**config.mk**
```make
export PLATFORM = sky130hd
export DESIGN_NAME = moving_sum_flat
export DESIGN_NICKNAME = d
export VERILOG_FILES = /design/src/rtl/moving_sum_if.sv /design/src/rtl/moving_sum.sv /design/src/flat_wrapper.sv
export SDC_FILE = /design/constraint.sdc
export NUM_CORES = 1
export LEC_CHECK = 0
export CAP_MARGIN = 25
export CORE_MARGIN = 8
export CORE_UTILIZATION = 50
export CTS_CLUSTER_SIZE = 8
export DETAILED_ROUTE_END_ITERATION = 8
export PLACE_DENSITY_LB_ADDON = 0.2
export SETUP_SLACK_MARGIN = 0.05
export SLEW_MARGIN = 20
export SYNTH_ARGS = -nofsm -noshare
export SYNTH_HDL_FRONTEND = slang
export SYNTH_SLANG_ARGS = --single-unit
```
**constraint.sdc**
```tcl
create_clock -name clk -period 8.4 [get_ports clk]
set_clock_uncertainty 0.2 [all_clocks]
set_input_delay 0.84 -clock clk [delete_from_list [all_inputs] [get_ports clk]]
set_output_delay 0.84 -clock clk [all_outputs]
set_load 0.005 [all_outputs]
```
**src/rtl/moving_sum_if.sv**
```systemverilog
// Sample/result bundle for moving_sum: new and delayed sample strobes in,
// registered window sum and status out.
interface moving_sum_if #(
    parameter int WIDTH  = 10,
    parameter int WINDOW = 40
);
    localparam int SUM_W = WIDTH + $clog2(WINDOW + 1);

    logic             i_valid;
    logic [WIDTH-1:0] i_data;
    logic             d_valid;
    logic [WIDTH-1:0] d_data;
    logic             o_valid;
    logic [SUM_W-1:0] o_sum;
    logic             o_full;
    logic             o_err;

    modport master (
        output i_valid, i_data, d_valid, d_data,
        input  o_valid, o_sum, o_full, o_err
    );

    modport slave (
        input  i_valid, i_data, d_valid, d_data,
        output o_valid, o_sum, o_full, o_err
    );
endinterface

```
**src/rtl/moving_sum.sv**
```systemverilog
// Running sum over the last WINDOW samples, fed by a sample stream and its delayed copy.
// Define MOVING_SUM_CHECK_EN to build in the sticky protocol checker behind o_err.
module moving_sum #(
    parameter int WIDTH  = 10,
    parameter int WINDOW = 40
) (
    input  logic         clk,
    input  logic         reset,
    moving_sum_if.slave  bus
);
    localparam int SUM_W = WIDTH + $clog2(WINDOW + 1);
    localparam int CNT_W = $clog2(WINDOW + 1);
    localparam logic [CNT_W-1:0] CNT_MAX = CNT_W'(WINDOW);

    logic [SUM_W-1:0] acc;
    logic [SUM_W-1:0] acc_next;
    logic [SUM_W-1:0] add_term;
    logic [SUM_W-1:0] sub_term;
    logic [CNT_W-1:0] cnt;
    logic [CNT_W-1:0] cnt_next;
    logic             steady;

    assign steady = (cnt == CNT_MAX);

    // NOTE: every always_comb output gets a default first, so no path can infer a latch.
    always_comb begin
        add_term = SUM_W'(bus.i_data);
        sub_term = '0;
        if (bus.d_valid) begin
            sub_term = SUM_W'(bus.d_data);
        end
        acc_next = acc + add_term - sub_term;
        cnt_next = cnt;
        if (!steady) begin
            cnt_next = cnt + CNT_W'(1);
        end
    end

    // NOTE: state uses non-blocking assignments so every register samples pre-edge values.
    always_ff @(posedge clk) begin
        if (reset) begin
            acc         <= '0;
            cnt         <= '0;
            bus.o_valid <= 1'b0;
            bus.o_full  <= 1'b0;
        end else begin
            bus.o_valid <= bus.i_valid;
            if (bus.i_valid) begin
                acc        <= acc_next;
                cnt        <= cnt_next;
                bus.o_full <= (cnt_next == CNT_MAX);
            end
        end
    end

    // acc only moves on accepted samples, so it doubles as the held output register.
    assign bus.o_sum = acc;

`ifdef MOVING_SUM_CHECK_EN
    logic err;
    logic violation;

    // The cycle that fills the window is still FILLING, so its d_valid must be low.
    always_comb begin
        violation = 1'b0;
        if (bus.d_valid && !bus.i_valid) begin
            violation = 1'b1;
        end else if (bus.i_valid && (bus.d_valid != steady)) begin
            violation = 1'b1;
        end
    end

    always_ff @(posedge clk) begin
        if (reset) begin
            err <= 1'b0;
        end else if (violation) begin
            err <= 1'b1;
        end
    end

    assign bus.o_err = err;
`else
    assign bus.o_err = 1'b0;
`endif

endmodule

```
**src/flat_wrapper.sv**
```systemverilog
// flat-port wrapper written by rule: the top's interface ports become plain ports
module moving_sum_flat 
#(
    parameter int WIDTH  = 10,
    parameter int WINDOW = 40
)
  (clk, reset, bus_i_valid, bus_i_data, bus_d_valid, bus_d_data, bus_o_valid, bus_o_sum, bus_o_full, bus_o_err);
  moving_sum_if #(.WIDTH(WIDTH), .WINDOW(WINDOW)) bus_i ();
  input  logic clk;
  input  logic reset;
  input wire logic [$bits(bus_i.i_valid)-1:0] bus_i_valid;
  input wire logic [$bits(bus_i.i_data)-1:0] bus_i_data;
  input wire logic [$bits(bus_i.d_valid)-1:0] bus_d_valid;
  input wire logic [$bits(bus_i.d_data)-1:0] bus_d_data;
  output wire logic [$bits(bus_i.o_valid)-1:0] bus_o_valid;
  output wire logic [$bits(bus_i.o_sum)-1:0] bus_o_sum;
  output wire logic [$bits(bus_i.o_full)-1:0] bus_o_full;
  output wire logic [$bits(bus_i.o_err)-1:0] bus_o_err;
  assign bus_i.i_valid = bus_i_valid;
  assign bus_i.i_data = bus_i_data;
  assign bus_i.d_valid = bus_d_valid;
  assign bus_i.d_data = bus_d_data;
  assign bus_o_valid = bus_i.o_valid;
  assign bus_o_sum = bus_i.o_sum;
  assign bus_o_full = bus_i.o_full;
  assign bus_o_err = bus_i.o_err;
  moving_sum #(.WIDTH(WIDTH), .WINDOW(WINDOW)) u_core (.clk(clk), .reset(reset), .bus(bus_i));
endmodule
```
==> results.yml, run 1 <==
finish:
  design.final.nets: 364
  design_area_um2: 2690
  fillers: 410
  layoutNonFillerInstCount: 363
  final_core_util_pct: 63.0
  insertedDiodeCount: 0
  share_of_layout_cells_above_drive_strength_1_pct: 3.86
  syn2layout_area_growth_pct: 23.5
pwr:
  max-vdd-ir-drop_uv: 132
  comb_power_share_pct: 68.9
  switchingPower_mw: 0.382
  power_leakage_nw: 1.21
  internal_power_mw: 0.512
  switching_share_pct: 42.7
  power.total_mw: 0.894
  power.density_cell_area_nw_per_um2: 333
  seq_power_share_pct: 19.0
  power.share.clock_pct: 12.0
placement:
  gp_routability_congestion: 0.808
  port_buf_inserts: 41
  placed_cells: 359
  hpwlAfterDp_um: 3500
  post_dp_cell_area_um2: 2620
clocking:
  tritoncts: "built"
  ctsHtreeMaxLevel: 1
  cell_chosen_for_the_clock_root: "clkbuf_8"
  hold_buffers: 0
  clk_pin_slew_ns: 0.10
  post-cts-setup-buffer-count: 0
  number_of_clock_buffers_inserted_by_tritoncts: 3
  cts-resized-gates: 0
  clock_insertion_delay_worst_skew_ns: 0.28
  clock_sink_count: 24
  ctsLongestPathBuffers: 2
global_route:
  grt_max_degree: 37
  antenna_found_initial: 0
  number_of_global_route_vias_before_repair: 1827
  grt_pass1_wl_um: 7980
  globalRouteOverflowTotal: 0
  grtUsageTotal_pct: 14.7
worst_setup_path:
  cpLargestDelayFamily: "simple AND/OR/NAND/NOR gates"
  timing.critical_path.to_type: "flip-flop"
  worstReg2RegStart: "u_core.bus.o_sum[4]"
  path_depth: 10
  critPathBufInv: 1
  path_class: "in2reg"
  r2r-end: "u_core.bus.o_sum[15]"
  critPathMaxStageDelay_ns: 0.65
  critPathRequiredTime_ns: 8.41
  crit_path_start_kind: "input pin"
  critical_path.slowest_cell: "clkdlybuf4s50_1"
  cp-endpoint: "u_core.bus.o_sum[14]"
  cp_data_arrival_time_ns: 4.06
  setup.worst_path.start: "bus_d_valid"
  crit_fanout: 10
  timing.critical_path.cells: "clkdlybuf4s50_1 -> and2_1 -> fa_1 -> fa_1 -> and2b_4 -> o211ai_4 -> a31oi_4 -> a31oi_1 -> or4b_1 -> a31oi_1"
  rr_worst_depth: 10
  r2r_setup_slack_ns: 5.25
drt:
  detailedRoute.firstPassIterationCount: 4
  post_drt_via_cell_ratio: 5.12
  drc_errors: 0
  route.met2.wl_um: 2100
  drt.antenna.violating_nets: 0
  vias: 1860
  routedLengthMet1_um: 2130
  top_layer_used: "met4"
  first_iter_violations: 86
  wire_per_inst_um: 12.5
  routed-wl-met3_um: 250
  route.final.wire_length_um: 4520
synthesis:
  post_synth_edffs: 0
  synth.net_count: 326
  postSynthRegisterBits: 24
  syn-instance-count: 274
  yosys_most_used_dff: "dfxtp_1"
  sequential_cell_area_fraction_in_the_yosys_report_pct: 22.1
  synthesis.area_um2: 2170
  postSynth.asyncResetShare_pct: 0
  post_synthesis_cell_type_count: 44
  synthesis.yosys.warnings: 0
  syn-mean-instance-area_um2: 7.94
timing:
  fmax_mhz: 247
  grt_setup_unrepaired: "false"
  min_period_over_period_pct: 48.2
  worst_slew_margin_rel_pct: 62.2
  final.setup.tns_ns: 0
  final-setup-viol-count: 0
  fin_crit_period_ns: 4.05
  final_max_slew_viol_count: 0
  final-hold-violation-count: 0
  tightest_slew_ns: 0.567
die:
  floorplan.die_area_um2: 6720
  floorplan.initialDensity_pct: 51.0
  core-area_um2: 4260
  dieHeight_um: 82.0
  rows: 24
  dieWidth_um: 82.0
  io_pins: 43
min_path:
  worst_hold_path_type: "reg2reg"
outcome:
  outcome: "finished, final reports clean"
run:
  maxCapViolations: 0
[Yosys cell counts (2+ instances only)]
library cell,instances,area [µm²]
nor2b_1,2,12.5
a211o_1,2,17.5
o211ai_1,3,22.5
inv_1,52,195
nand3_1,6,30.0
dfxtp_1,24,480
a31oi_1,4,25.0
xor2_1,5,43.8
o21ai_0,10,50.1
a21oi_1,15,75.1
nand2_1,15,56.3
fa_1,10,200
and2_1,13,81.3
mux2i_1,9,90.1
nor3b_1,2,15.0
nand4_1,4,25.0
nand3b_1,2,15.0
xnor2_1,9,78.8
nor2_1,20,75.1
a21o_1,4,30.0
o311ai_0,2,17.5
nand2b_1,3,18.8
a31o_2,2,17.5
nor4bb_1,2,20.0
and3_1,5,31.3
ha_1,18,225
nor3_1,4,20.0
o21a_1,3,22.5
a211oi_1,3,22.5
clkbuf_1,7,26.3
[sequential cells by signal, summed over array words and instances, names as in the netlist]
signal	cells
u_core.bus.o_valid	1
u_core.bus.o_full	1
u_core.cnt	6
u_core.bus.o_sum	16
[kinds of logic after synthesis]
logic type,synth area share (%)
DFF,22.1
xor gates and xnor gates,5.64
AOI/OAI and AO/OA,17.5
and+or+nand+nor,19.6
buffers and inverters,10.7
other,0.172
adders and majority gates,19.6
muxes,4.66
[worst min path at each step]
stage / startpoint / end / slack [ns] / depth (start not counted)
floorplan: u_core.bus.o_sum[6] / u_core.bus.o_sum[6] / 0.28 / 2
global placement: u_core.bus.o_sum[1] / u_core.bus.o_sum[1] / 0.28 / 2
detailed placement: u_core.bus.o_sum[1] / u_core.bus.o_sum[1] / 0.29 / 2
CTS: u_core.bus.o_sum[1] / u_core.bus.o_sum[1] / 0.30 / 2
global route: u_core.bus.o_sum[1] / u_core.bus.o_sum[1] / 0.32 / 2
finish: u_core.bus.o_sum[1] / u_core.bus.o_sum[1] / 0.30 / 2
[per-layer routing]
layer  GRT usage, %  vias up
met5              0        -
met4           4.21        0
met3           3.17        5
met2           25.4       31
met1           17.8      842
li1               -      982
[worst register-to-register path, delay by kind of cell, from the launching register on]
| family | cells | cell delay [ns] |
|---|---|---|
| buffers and inverters | 2 | 0.12 |
| adders and majority gates | 2 | 0.89 |
| AOI/OAI and AO/OA | 3 | 0.70 |
| muxes | 2 | 0.55 |
| and+or+nand+nor | 1 | 0.23 |
| DFF | 1 | 0.37 |
[per-stage QoR]
| step | hold WS, ns | setup slack (ns) |
|---|---|---|
| 3_3_place_gp | 0.282 | 4.11 |
| 3_5_place_dp | 0.288 | 4.01 |
| 2_1_floorplan | 0.275 | 4.86 |
| 5_1_grt | 0.322 | 4.12 |
| 4_1_cts | 0.304 | 4.31 |
| 6_report | 0.302 | 4.35 |
[power groups by stage]
stage / registers [mW] / logic [mW] / clock network (mW)
after floorplan: 0.173 / 0.459 / 0
after global placement: 0.173 / 0.612 / 0
after detailed placement: 0.174 / 0.618 / 0
after CTS: 0.171 / 0.622 / 0.109
after global routing: 0.176 / 0.703 / 0.112
final: 0.170 / 0.616 / 0.107
[cells in the final DEF (no fill, tap or decap), types with 10 or more instances in the layout]
| master | Yosys | final |
|---|---|---|
| nor2_1 | 20 | 20 |
| o21ai_0 | 10 | 10 |
| ha_1 | 18 | 18 |
| inv_1 | 52 | 52 |
| clkdlybuf4s50_1 | 0 | 40 |
| a21oi_1 | 15 | 15 |
| dfxtp_1 | 24 | 24 |
| fa_1 | 10 | 10 |
| and2_1 | 13 | 13 |
| nand2_1 | 15 | 15 |
[cell type report]
| class | count | area [µm²] | share of cell area [%] |
|---|---|---|---|
| clock buffers | 3 | 41.3 | 1.54 |
| inverters | 52 | 195 | 7.27 |
| repair buffers | 42 | 413 | 15.4 |
| well taps | 52 | 65.1 | 2.42 |
| clock inverters | 1 | 30.0 | 1.12 |
| flip-flops and latches | 24 | 480 | 17.9 |
| multi-input cells | 189 | 1460 | 54.4 |
(Power assumes the default switching activity.)
==> inputs of run 2 (changes only) <==
==> constraint.sdc (replaced) <==
create_clock -name clk -period 4 [get_ports clk]
set_clock_uncertainty 0.2 [all_clocks]
set_input_delay 0.4 -clock clk [delete_from_list [all_inputs] [get_ports clk]]
set_output_delay 0.4 -clock clk [all_outputs]
set_load 0.005 [all_outputs]
==> run 2 against run 1 <==
Compared with the run above: via count is 2.5% higher; non-clock buffer count rose by 4; first-iteration DRC count down 26%; sequential power grew 110%; critical path type unchanged; utilization increased by 1.0 points.
==> results.yml, run 2 (same netlist as run 1, synthesis figures left out) <==
outcome:
  outcome: "finished, final reports clean"
worst_setup_path:
  worstReg2RegStart: "u_core.bus.o_sum[1]"
  r2r_setup_slack_ns: 0.85
  path_class: "in2reg"
  r2r-end: "u_core.bus.o_sum[14]"
  setup.worst_path.start: "bus_d_valid"
  cp_data_arrival_time_ns: 3.57
  timing.critical_path.to_type: "flip-flop"
  cp-endpoint: "u_core.bus.o_sum[14]"
  crit_path_start_kind: "input pin"
  timing.critical_path.cells: "clkdlybuf4s50_1 -> and2_1 -> fa_1 -> fa_1 -> and2b_4 -> o211ai_4 -> a31oi_4 -> a31oi_1 -> or4b_1 -> a31oi_1"
  critPathRequiredTime_ns: 4.00
  crit_fanout: 6
  critPathMaxStageDelay_ns: 0.60
  rr_worst_depth: 9
  critical_path.slowest_cell: "clkdlybuf4s50_1"
global_route:
  globalRouteOverflowTotal: 0
  number_of_global_route_vias_before_repair: 1846
  antenna_found_initial: 0
  grt_pass1_wl_um: 7800
  grt_max_degree: 22
  grtUsageTotal_pct: 14.1
min_path:
  worst_hold_path_type: "reg2reg"
  hp-start: "u_core.bus.o_sum[6]"
die:
  dieWidth_um: 82.0
  floorplan.initialDensity_pct: 51.0
  floorplan.die_area_um2: 6720
  dieHeight_um: 82.0
  rows: 24
  io_pins: 43
  core-area_um2: 4260
drt:
  drt.antenna.violating_nets: 0
  first_iter_violations: 64
  route.final.wire_length_um: 4600
  drc_errors: 0
  vias: 1906
  post_drt_via_cell_ratio: 5.19
  detailedRoute.firstPassIterationCount: 4
  wire_per_inst_um: 12.5
pwr:
  power.density_cell_area_nw_per_um2: 696
  max-vdd-ir-drop_uv: 363
  power_leakage_nw: 1.23
placement:
  gp_routability_congestion: 0.835
  post_dp_cell_area_um2: 2660
  post-place-ws_ns: 0.156
  hpwlAfterDp_um: 3730
  placed_cells: 363
  port_buf_inserts: 41
timing:
  final_max_slew_viol_count: 0
  fin_ws_ns: 0.435
  final.setup.tns_ns: 0
  tightest_slew_ns: 0.791
  grt_setup_unrepaired: "false"
  worst_slew_margin_rel_pct: 47.1
  fin_crit_period_ns: 3.56
  min_period_over_period_pct: 89.1
  final-setup-viol-count: 0
  fmax_mhz: 281
  final-hold-violation-count: 0
clocking:
  cell_chosen_for_the_clock_root: "clkbuf_8"
  clock_insertion_delay_worst_skew_ns: 0.27
  cts-resized-gates: 0
  number_of_clock_buffers_inserted_by_tritoncts: 3
  tritoncts: "built"
  clock_sink_count: 24
  ctsLongestPathBuffers: 2
  hold_buffers: 0
  ctsHtreeMaxLevel: 1
  clk_pin_slew_ns: 0.09
  post-cts-setup-buffer-count: 0
finish:
  insertedDiodeCount: 0
  mostFrequentLayoutCells: "inv_1 (52), clkdlybuf4s50_1 (41), dfxtp_1 (24)"
  share_of_layout_cells_above_drive_strength_1_pct: 4.76
  syn2layout_area_growth_pct: 25.5
  layoutNonFillerInstCount: 367
  design_area_um2: 2730
  largest_reg_flops: 16
  layout_commonest_cell: "inv_1"
  design.final.nets: 368
run:
  maxCapViolations: 0
[run 2: cell count changes in the layout (fill, tap and decap cells not counted)]
cell	change
clkdlybuf4s50_1	+1
buf_2	-1
buf_4	+3
buf_8	+1
[run 2: area by class of cell]
type,count,area (µm²)
repair buffers,46,455
well taps,52,65.1
multi-input cells,189,1460
clock buffers,3,41.3
fillers,396,1540
inverters,52,195
flip-flops and latches,24,480
clock inverters,1,30.0
[run 2: power breakdown]
group | internal (mW) | total [mW] | switching, mW
combinational | 0.647 | 1.32 | 0.676
sequential | 0.307 | 0.358 | 0.0505
clock | 0.134 | 0.219 | 0.0850
[run 2: worst min-delay path by stage]
stage / to / cells after the start
after floorplan: u_core.bus.o_sum[6] / 2
after global placement: u_core.bus.o_sum[6] / 2
after detailed placement: u_core.bus.o_sum[6] / 2
after CTS: u_core.bus.o_sum[6] / 2
after global routing: u_core.bus.o_sum[6] / 2
final: u_core.bus.o_sum[6] / 2
[run 2: stage by stage]
step	utilization, %	total power [mW]	hold WS, ns
finish	64.0	1.90	0.308
global route	64.0	2.10	0.328
CTS	64.0	1.91	0.308
detailed placement	62.3	1.68	0.294
global placement	62.0	1.66	0.286
floorplan	-	1.33	0.275
[run 2: worst max-delay path: cells and delay by family]
kind                       cells  cell delay, ns
adders and majority gates      2            0.93
buffers and inverters          1            0.60
AOI/OAI and AO/OA              4            0.66
and+or+nand+nor                3            0.98
[run 2: layer usage]
| layer | track usage (%) | part of all wire [%] | vias to the layer above |
|---|---|---|---|
| met5 | 0 | 0 | - |
| met1 | 16.6 | 47 | 878 |
| met3 | 3.06 | 5.3 | 2 |
| met2 | 25.3 | 47 | 34 |
| li1 | - | - | 992 |
| met4 | 3.16 | 0.46 | 0 |
==> inputs of run 3 (changes only) <==
--- a/config.mk
+++ b/config.mk
@@ -6,8 +6,11 @@
 export NUM_CORES = 1
 export LEC_CHECK = 0
 export CAP_MARGIN = 25
+export CELL_PAD_IN_SITES_DETAIL_PLACEMENT = 1
+export CELL_PAD_IN_SITES_GLOBAL_PLACEMENT = 1
+export CORE_ASPECT_RATIO = 0.8
 export CORE_MARGIN = 8
-export CORE_UTILIZATION = 50
+export CORE_UTILIZATION = 38
 export CTS_CLUSTER_SIZE = 8
 export DETAILED_ROUTE_END_ITERATION = 8
 export PLACE_DENSITY_LB_ADDON = 0.2
==> run 3 against run 2 <==
Compared with the run above: register-to-register slack barely moved; sequential share of layout area fell by 0.21 points; flip-flop and latch count did not move; sequential power rose by 1%; total power rose by 3.4%; global-route usage fell by 0.47 points; worst hold slack improved by 0.0052 ns; clock-buffer cell count did not move; setup slack got worse by 0.036 ns; cell count rose by 7.4%; cell area rose by 1.2%; wire length rose by 19%.
==> results.yml, run 3 (same netlist as run 1, synthesis figures left out) <==
global_route:
  globalRouteOverflowTotal: 0
  grt_max_degree: 37
  number_of_global_route_vias_before_repair: 2023
  antenna_found_initial: 0
  grt_pass1_wl_um: 9490
  grtUsageTotal_pct: 13.6
finish:
  largest_reg_flops: 16
  layout.area.seq_um2: 480
  mostFrequentLayoutCells: "inv_1 (52), clkdlybuf4s50_1 (41), dfxtp_1 (24)"
  insertedDiodeCount: 0
  design_area_um2: 2760
  share_of_layout_cells_above_drive_strength_1_pct: 5.06
  fillers: 694
  multi_input_area_um2: 1460
  design.final.nets: 369
  layout_commonest_cell: "inv_1"
  syn2layout_area_growth_pct: 27.0
placement:
  hpwlAfterDp_um: 4420
  post_dp_cell_area_um2: 2690
  port_buf_inserts: 41
  gp_routability_congestion: 0.785
  post-place-ws_ns: 0.119
drt:
  drt.antenna.violating_nets: 0
  first_iter_violations: 51
  vias: 1925
  route.final.wire_length_um: 5480
  post_drt_via_cell_ratio: 4.89
  detailedRoute.firstPassIterationCount: 4
  wire_per_inst_um: 13.9
  drc_errors: 0
die:
  floorplan.initialDensity_pct: 39.6
  rows: 24
  core-area_um2: 5500
  dieHeight_um: 83.7
  io_pins: 43
  dieWidth_um: 101
  floorplan.die_area_um2: 8410
clocking:
  tritoncts: "built"
  hold_buffers: 0
  post-cts-setup-buffer-count: 0
  clock_sink_count: 24
  cell_chosen_for_the_clock_root: "clkbuf_8"
  clock_insertion_delay_worst_skew_ns: 0.28
  ctsLongestPathBuffers: 2
  ctsHtreeMaxLevel: 1
  number_of_clock_buffers_inserted_by_tritoncts: 3
  cts-resized-gates: 0
  clk_pin_slew_ns: 0.10
pwr:
  seq_power_share_pct: 18.4
  power_leakage_nw: 1.23
  power.total_mw: 1.96
  max-vdd-ir-drop_uv: 217
  power.density_cell_area_nw_per_um2: 711
  comb_power_share_pct: 70.1
  power.share.clock_pct: 11.4
  internal_power_mw: 1.10
  switching_share_pct: 43.8
  switchingPower_mw: 0.859
timing:
  fmax_mhz: 278
  fin_crit_period_ns: 3.60
  final-hold-violation-count: 0
  final.setup.tns_ns: 0
  grt_setup_unrepaired: "false"
  final-setup-viol-count: 0
  fin_ws_ns: 0.399
  final_max_slew_viol_count: 0
  min_period_over_period_pct: 90.0
worst_setup_path:
  path_class: "in2reg"
  cp_data_arrival_time_ns: 3.58
  crit_path_start_kind: "input pin"
  timing.critical_path.cells: "clkdlybuf4s50_1 -> buf_4 -> and2_1 -> fa_1 -> inv_1 -> ha_1 -> a21oi_1 -> o211ai_1 -> and3_1 -> o21ai_1 -> mux2i_1 -> mux2_2"
  crit_fanout: 6
  critical_path.slowest_cell: "clkdlybuf4s50_1"
  worstReg2RegStart: "u_core.bus.o_sum[1]"
  setup.worst_path.start: "bus_d_valid"
  critPathMaxStageDelay_ns: 0.52
  critPathRequiredTime_ns: 3.98
  timing.critical_path.to_type: "flip-flop"
min_path:
  hp-start: "u_core.bus.o_sum[1]"
  worst_hold_path_type: "reg2reg"
run:
  maxCapViolations: 0
outcome:
  outcome: "finished, final reports clean"
==> run 3: power by group through the flow <==
stage                     Combinational, mW  Clock, mW  Sequential [mW]
final                                  1.38      0.224            0.362
after global routing                   1.55      0.241            0.370
after CTS                              1.39      0.235            0.363
after detailed placement               1.38          0            0.369
after global placement                 1.35          0            0.365
after floorplan                       0.964          0            0.363
==> run 3: worst max-delay path: cells and delay by family <==
kind / cells / cell delay [ns]
AOI/OAI and AO/OA: 3 / 0.68
adders and majority gates: 2 / 0.80
buffers and inverters: 3 / 0.77
muxes: 2 / 0.57
and+or+nand+nor: 2 / 0.37
==> run 3: final cells by class <==
class                           instances  area share, %
Inverter                               52           7.07
Tap cell                               78           3.53
Timing Repair Buffer                   47           16.5
Clock inverter                          1           1.09
Multi-Input combinational cell        189           52.9
Sequential cell                        24           17.4
Clock buffer                            3           1.50
==> run 3: layer usage <==
| metal | GRT usage (%) | up-vias | part of all wire (%) |
|---|---|---|---|
| li1 | - | 992 | - |
| met1 | 17.0 | 900 | 48 |
| met2 | 23.0 | 31 | 47 |
| met3 | 3.58 | 2 | 4.5 |
| met4 | 2.05 | 0 | 0.46 |
| met5 | 0 | - | 0 |
==> run 3: through the flow <==
step	utilization, %	std cells	hold slack (ns)
floorplan	-	274	0.275
global route	50.3	394	0.334
global placement	49.0	390	0.285
finish	50.3	394	0.314
detailed placement	49.0	390	0.302
CTS	50.3	394	0.317
==> run 3: worst paths after layout <==
| path | end | slack [ns] | cells after the start |
|---|---|---|---|
| setup / recovery | u_core.bus.o_sum[15] | 0.40 | 12 |
| hold / removal | u_core.bus.o_sum[1] | 0.31 | 2 |
| setup reg to reg | u_core.bus.o_sum[14] | 0.85 | 9 |
| hold reg to reg | u_core.bus.o_sum[1] | 0.31 | 2 |
